[src/rtl/rom_access_arbiter_if.sv]
// Requester and ROM-side signal bundle for rom_access_arbiter.
// slave = arbiter view; master = requesters plus ROM model view.
interface rom_access_arbiter_if #(
    parameter int ADDR_WIDTH = 8,
    parameter int DATA_WIDTH = 8
);
    logic                  REQ0;
    logic [ADDR_WIDTH-1:0] ADDR0;
    logic [DATA_WIDTH-1:0] RDATA0;
    logic                  VALID0;

    logic                  REQ1;
    logic [ADDR_WIDTH-1:0] ADDR1;
    logic [DATA_WIDTH-1:0] RDATA1;
    logic                  VALID1;

    logic [ADDR_WIDTH-1:0] ROM_ADDR;
    logic [DATA_WIDTH-1:0] ROM_DATA;
    logic                  BUSY;

    modport slave (
        input  REQ0, ADDR0, REQ1, ADDR1, ROM_DATA,
        output RDATA0, VALID0, RDATA1, VALID1, ROM_ADDR, BUSY
    );

    modport master (
        output REQ0, ADDR0, REQ1, ADDR1, ROM_DATA,
        input  RDATA0, VALID0, RDATA1, VALID1, ROM_ADDR, BUSY
    );
endinterface

[src/rtl/rom_access_arbiter.sv]
// Round-robin arbiter sharing one 1-cycle registered-read ROM between two read ports.
// Optional one-entry last-read hit buffer enabled by defining ROM_ARB_LASTHIT_EN.
module rom_access_arbiter #(
    parameter int ADDR_WIDTH = 8,
    parameter int DATA_WIDTH = 8
) (
    input  logic                 CLK,
    input  logic                 RESET_N,
    rom_access_arbiter_if.slave  bus
);
    localparam logic [1:0] ST_IDLE  = 2'd0;
    localparam logic [1:0] ST_ISSUE = 2'd1;
    localparam logic [1:0] ST_READ  = 2'd2;

    logic [1:0]            state;
    logic                  owner;
    logic                  prio;
    logic                  any_req;
    logic                  win;
    logic                  hit;
    logic [ADDR_WIDTH-1:0] win_addr;
    logic [ADDR_WIDTH-1:0] rom_addr;
    logic [DATA_WIDTH-1:0] rdata0;
    logic [DATA_WIDTH-1:0] rdata1;
    logic [DATA_WIDTH-1:0] hit_data;
    logic                  valid0;
    logic                  valid1;

    // prio names the port that wins a tie; it flips to the loser after every grant.
    always_comb begin
        any_req  = bus.REQ0 | bus.REQ1;
        win      = (bus.REQ0 & bus.REQ1) ? prio : bus.REQ1;
        win_addr = win ? bus.ADDR1 : bus.ADDR0;
    end

`ifdef ROM_ARB_LASTHIT_EN
    logic [ADDR_WIDTH-1:0] last_addr;
    logic [DATA_WIDTH-1:0] last_data;
    logic                  last_vld;

    always_ff @(posedge CLK or negedge RESET_N) begin
        if (!RESET_N) begin
            last_addr <= '0;
            last_data <= '0;
            last_vld  <= 1'b0;
        end else if (state == ST_READ) begin
            last_addr <= rom_addr;
            last_data <= bus.ROM_DATA;
            last_vld  <= 1'b1;
        end
    end

    assign hit      = last_vld && (win_addr == last_addr);
    assign hit_data = last_data;
`else
    assign hit      = 1'b0;
    assign hit_data = '0;
`endif

    always_ff @(posedge CLK or negedge RESET_N) begin
        if (!RESET_N) begin
            state    <= ST_IDLE;
            owner    <= 1'b0;
            prio     <= 1'b0;
            rom_addr <= '0;
            rdata0   <= '0;
            rdata1   <= '0;
            valid0   <= 1'b0;
            valid1   <= 1'b0;
        end else begin
            valid0 <= 1'b0;
            valid1 <= 1'b0;
            case (state)
                ST_IDLE: begin
                    if (any_req) begin
                        prio <= ~win;
                        // A hit answers from the buffer and leaves ROM_ADDR untouched.
                        if (hit) begin
                            if (win) begin
                                rdata1 <= hit_data;
                                valid1 <= 1'b1;
                            end else begin
                                rdata0 <= hit_data;
                                valid0 <= 1'b1;
                            end
                        end else begin
                            rom_addr <= win_addr;
                            owner    <= win;
                            state    <= ST_ISSUE;
                        end
                    end
                end
                ST_ISSUE: begin
                    state <= ST_READ;
                end
                ST_READ: begin
                    if (owner) begin
                        rdata1 <= bus.ROM_DATA;
                        valid1 <= 1'b1;
                    end else begin
                        rdata0 <= bus.ROM_DATA;
                        valid0 <= 1'b1;
                    end
                    state <= ST_IDLE;
                end
                default: begin
                    state <= ST_IDLE;
                end
            endcase
        end
    end

    assign bus.ROM_ADDR = rom_addr;
    assign bus.RDATA0   = rdata0;
    assign bus.RDATA1   = rdata1;
    assign bus.VALID0   = valid0;
    assign bus.VALID1   = valid1;
    assign bus.BUSY     = (state != ST_IDLE);
endmodule

[src/flat_wrapper.sv]
// flat-port wrapper written by rule: the top's interface ports become plain ports
module rom_access_arbiter_flat 
#(
    parameter int ADDR_WIDTH = 8,
    parameter int DATA_WIDTH = 8
)
  (CLK, RESET_N, bus_REQ0, bus_ADDR0, bus_REQ1, bus_ADDR1, bus_ROM_DATA, bus_RDATA0, bus_VALID0, bus_RDATA1, bus_VALID1, bus_ROM_ADDR, bus_BUSY);
  rom_access_arbiter_if #(.ADDR_WIDTH(ADDR_WIDTH), .DATA_WIDTH(DATA_WIDTH)) bus_i ();
  input  logic CLK;
  input  logic RESET_N;
  input wire logic [$bits(bus_i.REQ0)-1:0] bus_REQ0;
  input wire logic [$bits(bus_i.ADDR0)-1:0] bus_ADDR0;
  input wire logic [$bits(bus_i.REQ1)-1:0] bus_REQ1;
  input wire logic [$bits(bus_i.ADDR1)-1:0] bus_ADDR1;
  input wire logic [$bits(bus_i.ROM_DATA)-1:0] bus_ROM_DATA;
  output wire logic [$bits(bus_i.RDATA0)-1:0] bus_RDATA0;
  output wire logic [$bits(bus_i.VALID0)-1:0] bus_VALID0;
  output wire logic [$bits(bus_i.RDATA1)-1:0] bus_RDATA1;
  output wire logic [$bits(bus_i.VALID1)-1:0] bus_VALID1;
  output wire logic [$bits(bus_i.ROM_ADDR)-1:0] bus_ROM_ADDR;
  output wire logic [$bits(bus_i.BUSY)-1:0] bus_BUSY;
  assign bus_i.REQ0 = bus_REQ0;
  assign bus_i.ADDR0 = bus_ADDR0;
  assign bus_i.REQ1 = bus_REQ1;
  assign bus_i.ADDR1 = bus_ADDR1;
  assign bus_i.ROM_DATA = bus_ROM_DATA;
  assign bus_RDATA0 = bus_i.RDATA0;
  assign bus_VALID0 = bus_i.VALID0;
  assign bus_RDATA1 = bus_i.RDATA1;
  assign bus_VALID1 = bus_i.VALID1;
  assign bus_ROM_ADDR = bus_i.ROM_ADDR;
  assign bus_BUSY = bus_i.BUSY;
  rom_access_arbiter #(.ADDR_WIDTH(ADDR_WIDTH), .DATA_WIDTH(DATA_WIDTH)) u_core (.CLK(CLK), .RESET_N(RESET_N), .bus(bus_i));
endmodule
[config.mk]
export PLATFORM = sky130hd
export DESIGN_NAME = rom_access_arbiter_flat
export DESIGN_NICKNAME = d
export VERILOG_FILES = /design/src/rtl/rom_access_arbiter_if.sv /design/src/rtl/rom_access_arbiter.sv /design/src/flat_wrapper.sv
export SDC_FILE = /design/constraint.sdc
export NUM_CORES = 1
export LEC_CHECK = 0
export CORE_ASPECT_RATIO = 0.7
export CORE_UTILIZATION = 41
export CTS_CLUSTER_DIAMETER = 50
export CTS_CLUSTER_SIZE = 8
export DETAILED_ROUTE_END_ITERATION = 6
export PLACE_DENSITY = 0.83
export SLEW_MARGIN = 20
export SYNTH_ARGS = -nofsm -noshare
export SYNTH_HDL_FRONTEND = slang
export SYNTH_SLANG_ARGS = --single-unit
[constraint.sdc]
create_clock -name CLK -period 1.4 [get_ports CLK]
set_input_delay 0.28 -clock CLK [delete_from_list [all_inputs] [get_ports CLK]]
set_output_delay 0.28 -clock CLK [all_outputs]
set_load 0.005 [all_outputs]
### Word level (Yosys, flattened, before mapping)

Index checks and enable logic that the tools add are counted.

| word-level totals | value |
|---|---|
| bits in registers | 30 |
| bits of input ports | 28 |
| output and inout bits | 27 |
| word-level logic and storage cells | 28 |

| cells by class | value |
|---|---|
| eq/ne operators | 3 |
| multiplexer cells | 8 |
| bitwise gates (word level) | 4 |
| reduce and logical (&&, ||, !) cells | 5 |

Operators by type and width:

| operator | count |
|---|---|
| $mux 8 | 1 |
| $reduce_and 2->1 | 3 |
| $mux 1 | 5 |
| $pmux 2 s2 | 1 |
| $eq 2x1->1 const B | 1 |
| $eq 2x2->1 const B | 1 |
| $logic_not 2->1 | 1 |
| $mux 2 | 1 |
| $ne 2x1->1 const B | 1 |
| $not 1->1 | 2 |
| $reduce_bool 2->1 | 1 |
| $and 1x1->1 | 1 |
| $or 1x1->1 | 1 |

### Longest topological paths before layout

| depth | value |
|---|---|
| depth after elaboration | 3 |
| gate-level depth with buffers | 5 |
| gate-level depth less buffers | 3 |

### Worst setup path before layout

No wires, ideal clock.

| path | value |
|---|---|
| kind | register -> register |
| start point | register u_core.state[0] |
| end point | register u_core.rdata0[0] (netlist: u_core.bus.RDATA0[0]) |
| setup time | 0.125 ns |
| data arrival time | 1.085 ns |
| required time | 1.275 ns |
| slack | 0.190 ns |
| stages on the path, launching flop included | 4 |
| path buffers | 1 |
| period minus slack after synthesis | 1.210 ns |
| cell sequence | dfrtp_1 nor3b_1 buf_2 mux2_2 |

| between the ends | value |
|---|---|
| word-level cells in the longest chain between the ends | 2 |

RTL lines:

| what | line | RTL |
|---|---|---|
| from (decl) | rom_access_arbiter.sv:15 | `logic [1:0] state;` |
| from (signal assigned) | rom_access_arbiter.sv:62 | `state <= ST_IDLE;` |
| from (signal assigned) | rom_access_arbiter.sv:89 | `state <= ST_ISSUE;` |
| from (signal assigned) | rom_access_arbiter.sv:94 | `state <= ST_READ;` |
| $eq 2x2->1 | rom_access_arbiter.sv:73 | `case (state)` |
| $reduce_and 2->1 (no line) | - |  |
| to (signal assigned) | rom_access_arbiter.sv:83 | `rdata0 <= hit_data;` |
| to (signal assigned) | rom_access_arbiter.sv:101 | `rdata0 <= bus.ROM_DATA;` |
| to (decl) | rom_access_arbiter.sv:23 | `logic [DATA_WIDTH-1:0] rdata0;` |

Every way passes these cells.
A chain may end at the register's enable or synchronous reset.

### Final worst setup path

| path | value |
|---|---|
| start point | register u_core.state[1] |
| end point | register u_core.rdata0[6] (netlist: u_core.bus.RDATA0[6]) |

Same word-level chain as after synthesis.

==> impl_metrics.yaml <==
floorplan:
  rows: 16
  initial_core_util: 0.438
  die_h_um: 48.0
  dieWidth_um: 67.7
  dieArea_mm2: 0.00325
  io-pin-count: 55
  core_mm2: 0.00282
critical_path:
  crit_path_end_kind: "flip-flop"
  worstPathMaxFanout: 9
  critical_path_required_ps: 1560
  worst_setup_path_start_kind: "flip-flop"
  critPathKind: "reg -> reg"
  cp.arrival_ps: 1580
synthesis:
  netlist_instances: 99
  synth_cell_types: 19
  ys_async_sr_fraction: 1.00
  synth_seq_cells: 30
  ys.flop_type: "dfrtp_1"
  synth_top_area_frac: 0.607
  yosys_warnings: 0
  synthTopCellsByArea: "dfrtp_1 (61%), mux2_2 (15%), a31oi_1 (4.0%)"
  synthesis.area_mm2: 0.00124
  ys_seq_area_frac: 0.607
  postSynthAreaPerCell_um2: 12.5
  synth_commonest_cells: "dfrtp_1 (30), mux2_2 (16), a21oi_1 (9)"
  synth_area_leader_cell: "dfrtp_1"
  syn_nets: 127
  yosysMostFrequentCell: "dfrtp_1"
  synth-edff-count: 0
clock_network:
  clock_path_buffers: 2
  cts_root_buf: "clkbuf_8"
  insertion_delay_ps: 270
  cts.htree.levels: 2
  cts_tree: "yes"
  ctsHoldBuffers: 0
  clock-sinks: 30
  cts_made_buffers: 5
  path_clk_slew_ps: 60
power_and_ir_drop:
  p_sw_frac: 0.317
  power_frac_seq: 0.376
  p_comb_frac: 0.460
  p_switching_mw: 1.30
  p_clk_frac: 0.164
  vdd_drop_max_uv: 1390
  powerDensity_mw_per_mm2: 2040
  p_leak_nw: 0.910
  internal_power_mw: 2.80
status:
  status: "finished with violations"
  violations: "setup timing"
final_layout:
  fin_util: 0.712
  postLayoutCellArea_mm2: 0.00201
  nets: 200
  drive_above_1_share: 0.281
  diodes: 0
  area_delta_synth_final_pct: 62.4
  fin_cells: 207
sta:
  slew_violations: 0
  rsz0062_at_grt: "yes"
  fmax_mhz: 702
  min_period_over_period: 1.02
  worst_slew_pin_slew_ps: 320
  period_minus_slack_ps: 1420
  hold_ws_ps: 365
  setup_ws_ps: -24.9
  setup_viol: 8
  finalHoldViolations: 0
  slew_headroom: 0.785
  finalClockSkew_ps: 2.71
grt:
  gr-total-overflow: 0
  grt_pass1_vias: 1101
  antenna_found_initial: 0
  grt_usage: 0.225
  grt_pass1_wl_um: 5090
  grt_max_degree: 31
placement:
  numPlacedInstances: 192
  place_area_mm2: 0.00186
  port_buffers: 54
  place_ws_ps: -241
  gp_congestion: 0.794
  dp_hpwl_um: 2330
detailed_routing:
  drtAntennaViolNets: 0
  post_drt_wl_per_cell_um: 16.3
  drt_iter0_markers: 49
  viasPerCell: 5.10
  routed_wl_um: 3380
  drc: 0
  dr.pass1.iters: 4
  vias: 1055
worst_hold_path:
  hp-class: "in -> async"
job:
  cap_violations: 0
-- cell type report --
type | instances | area (um^2)
Multi-Input combinational cell | 60 | 457
Fill cell | 181 | 813
Timing Repair Buffer | 71 | 659
Tap cell | 36 | 45.0
Sequential cell | 30 | 751
Inverter | 4 | 15.0
Clock buffer | 6 | 82.6
-- sequential cells by signal, indices dropped and copies added, names as in the netlist --
name and count:
u_core.bus.RDATA0 8, u_core.bus.VALID0 1, u_core.bus.VALID1 1, u_core.bus.ROM_ADDR 8, u_core.state 2, u_core.prio 1, u_core.bus.RDATA1 8, u_core.owner 1
-- power by group through the flow --
stage                     sequential (mW)  clock [mW]  combinational (mW)
after global routing                 1.59       0.732                2.06
after CTS                            1.52       0.692                1.84
after global placement               1.54           0                1.79
after detailed placement             1.57           0                1.83
after floorplan                      1.56           0               0.766
final                                1.54       0.674                1.89
-- timing repair --
item	CTS	global route
endpoints found under the setup margin	25	14
pin swaps	1	2
buffers inserted	9	2
gates cloned	0	1
gates resized for setup	26	11
-- cells by family (layout without fill, tap and decap cells) --
group | count (synthesis) | after routing | synth area share
buffers and inverters | 10 | 81 | 0.0455
multiplexers | 16 | 16 | 0.146
flip-flops | 30 | 30 | 0.607
AO/OA/AOI/OAI | 27 | 27 | 0.126
AND/OR/NAND/NOR | 16 | 17 | 0.0758
-- path summary, 6_finish.rpt --
kind / from / end / slack (ps) / depth (start not counted)
hold reg to reg: u_core.bus.RDATA0[3]$_DFFE_PN0P_ / u_core.bus.RDATA0[3]$_DFFE_PN0P_ / 500 / 1
min in group CLK: u_core.bus.RDATA0[3]$_DFFE_PN0P_ / u_core.bus.RDATA0[3]$_DFFE_PN0P_ / 500 / 1
hold / removal: RESET_N / u_core.bus.ROM_ADDR[6]$_DFFE_PN0P_ / 370 / 2
max in group asynchronous: RESET_N / u_core.bus.ROM_ADDR[0]$_DFFE_PN0P_ / 870 / 2
setup reg to reg: u_core.state[1]$_DFFE_PN0P_ / u_core.bus.RDATA0[6]$_DFFE_PN0P_ / -20 / 5
setup / recovery: u_core.state[1]$_DFFE_PN0P_ / u_core.bus.RDATA0[6]$_DFFE_PN0P_ / -20 / 5
-- worst max-delay path, stage by stage (launching register included) --
cell	delay, ps
dfrtp_1	380
buf_4	130
buf_4	100
nor3b_2	180
buf_6	170
mux2_2	340
-- metal layers --
layer  GRT usage  vias to the layer above  wire length [um]
met3      0.0452                        7                81
met5           0                        -                 0
met2       0.382                       25              1710
met1       0.287                      520              1530
met4      0.0979                        0                56
li1            -                      503                 -
-- metrics by stage --
step | TNS, ps | total power [mW]
final | -116 | 4.10
after CTS | -265 | 4.06
after floorplan | 0 | 2.32
after detailed placement | -1920 | 3.40
after global placement | -1350 | 3.33
after global routing | -818 | 4.38
-- placed cells by master, fill, tap and decap left out, types with 6 or more instances in the layout --
cell type,instances
dlygate4sd2_1,23
mux2_2,16
clkdlybuf4s50_1,28
o21ai_0,8
a31oi_1,8
clkbuf_8,6
dfrtp_1,30
nand3_1,8
a21oi_1,9
buf_4,14
Note: power is estimated with default switching activity, not from simulation.
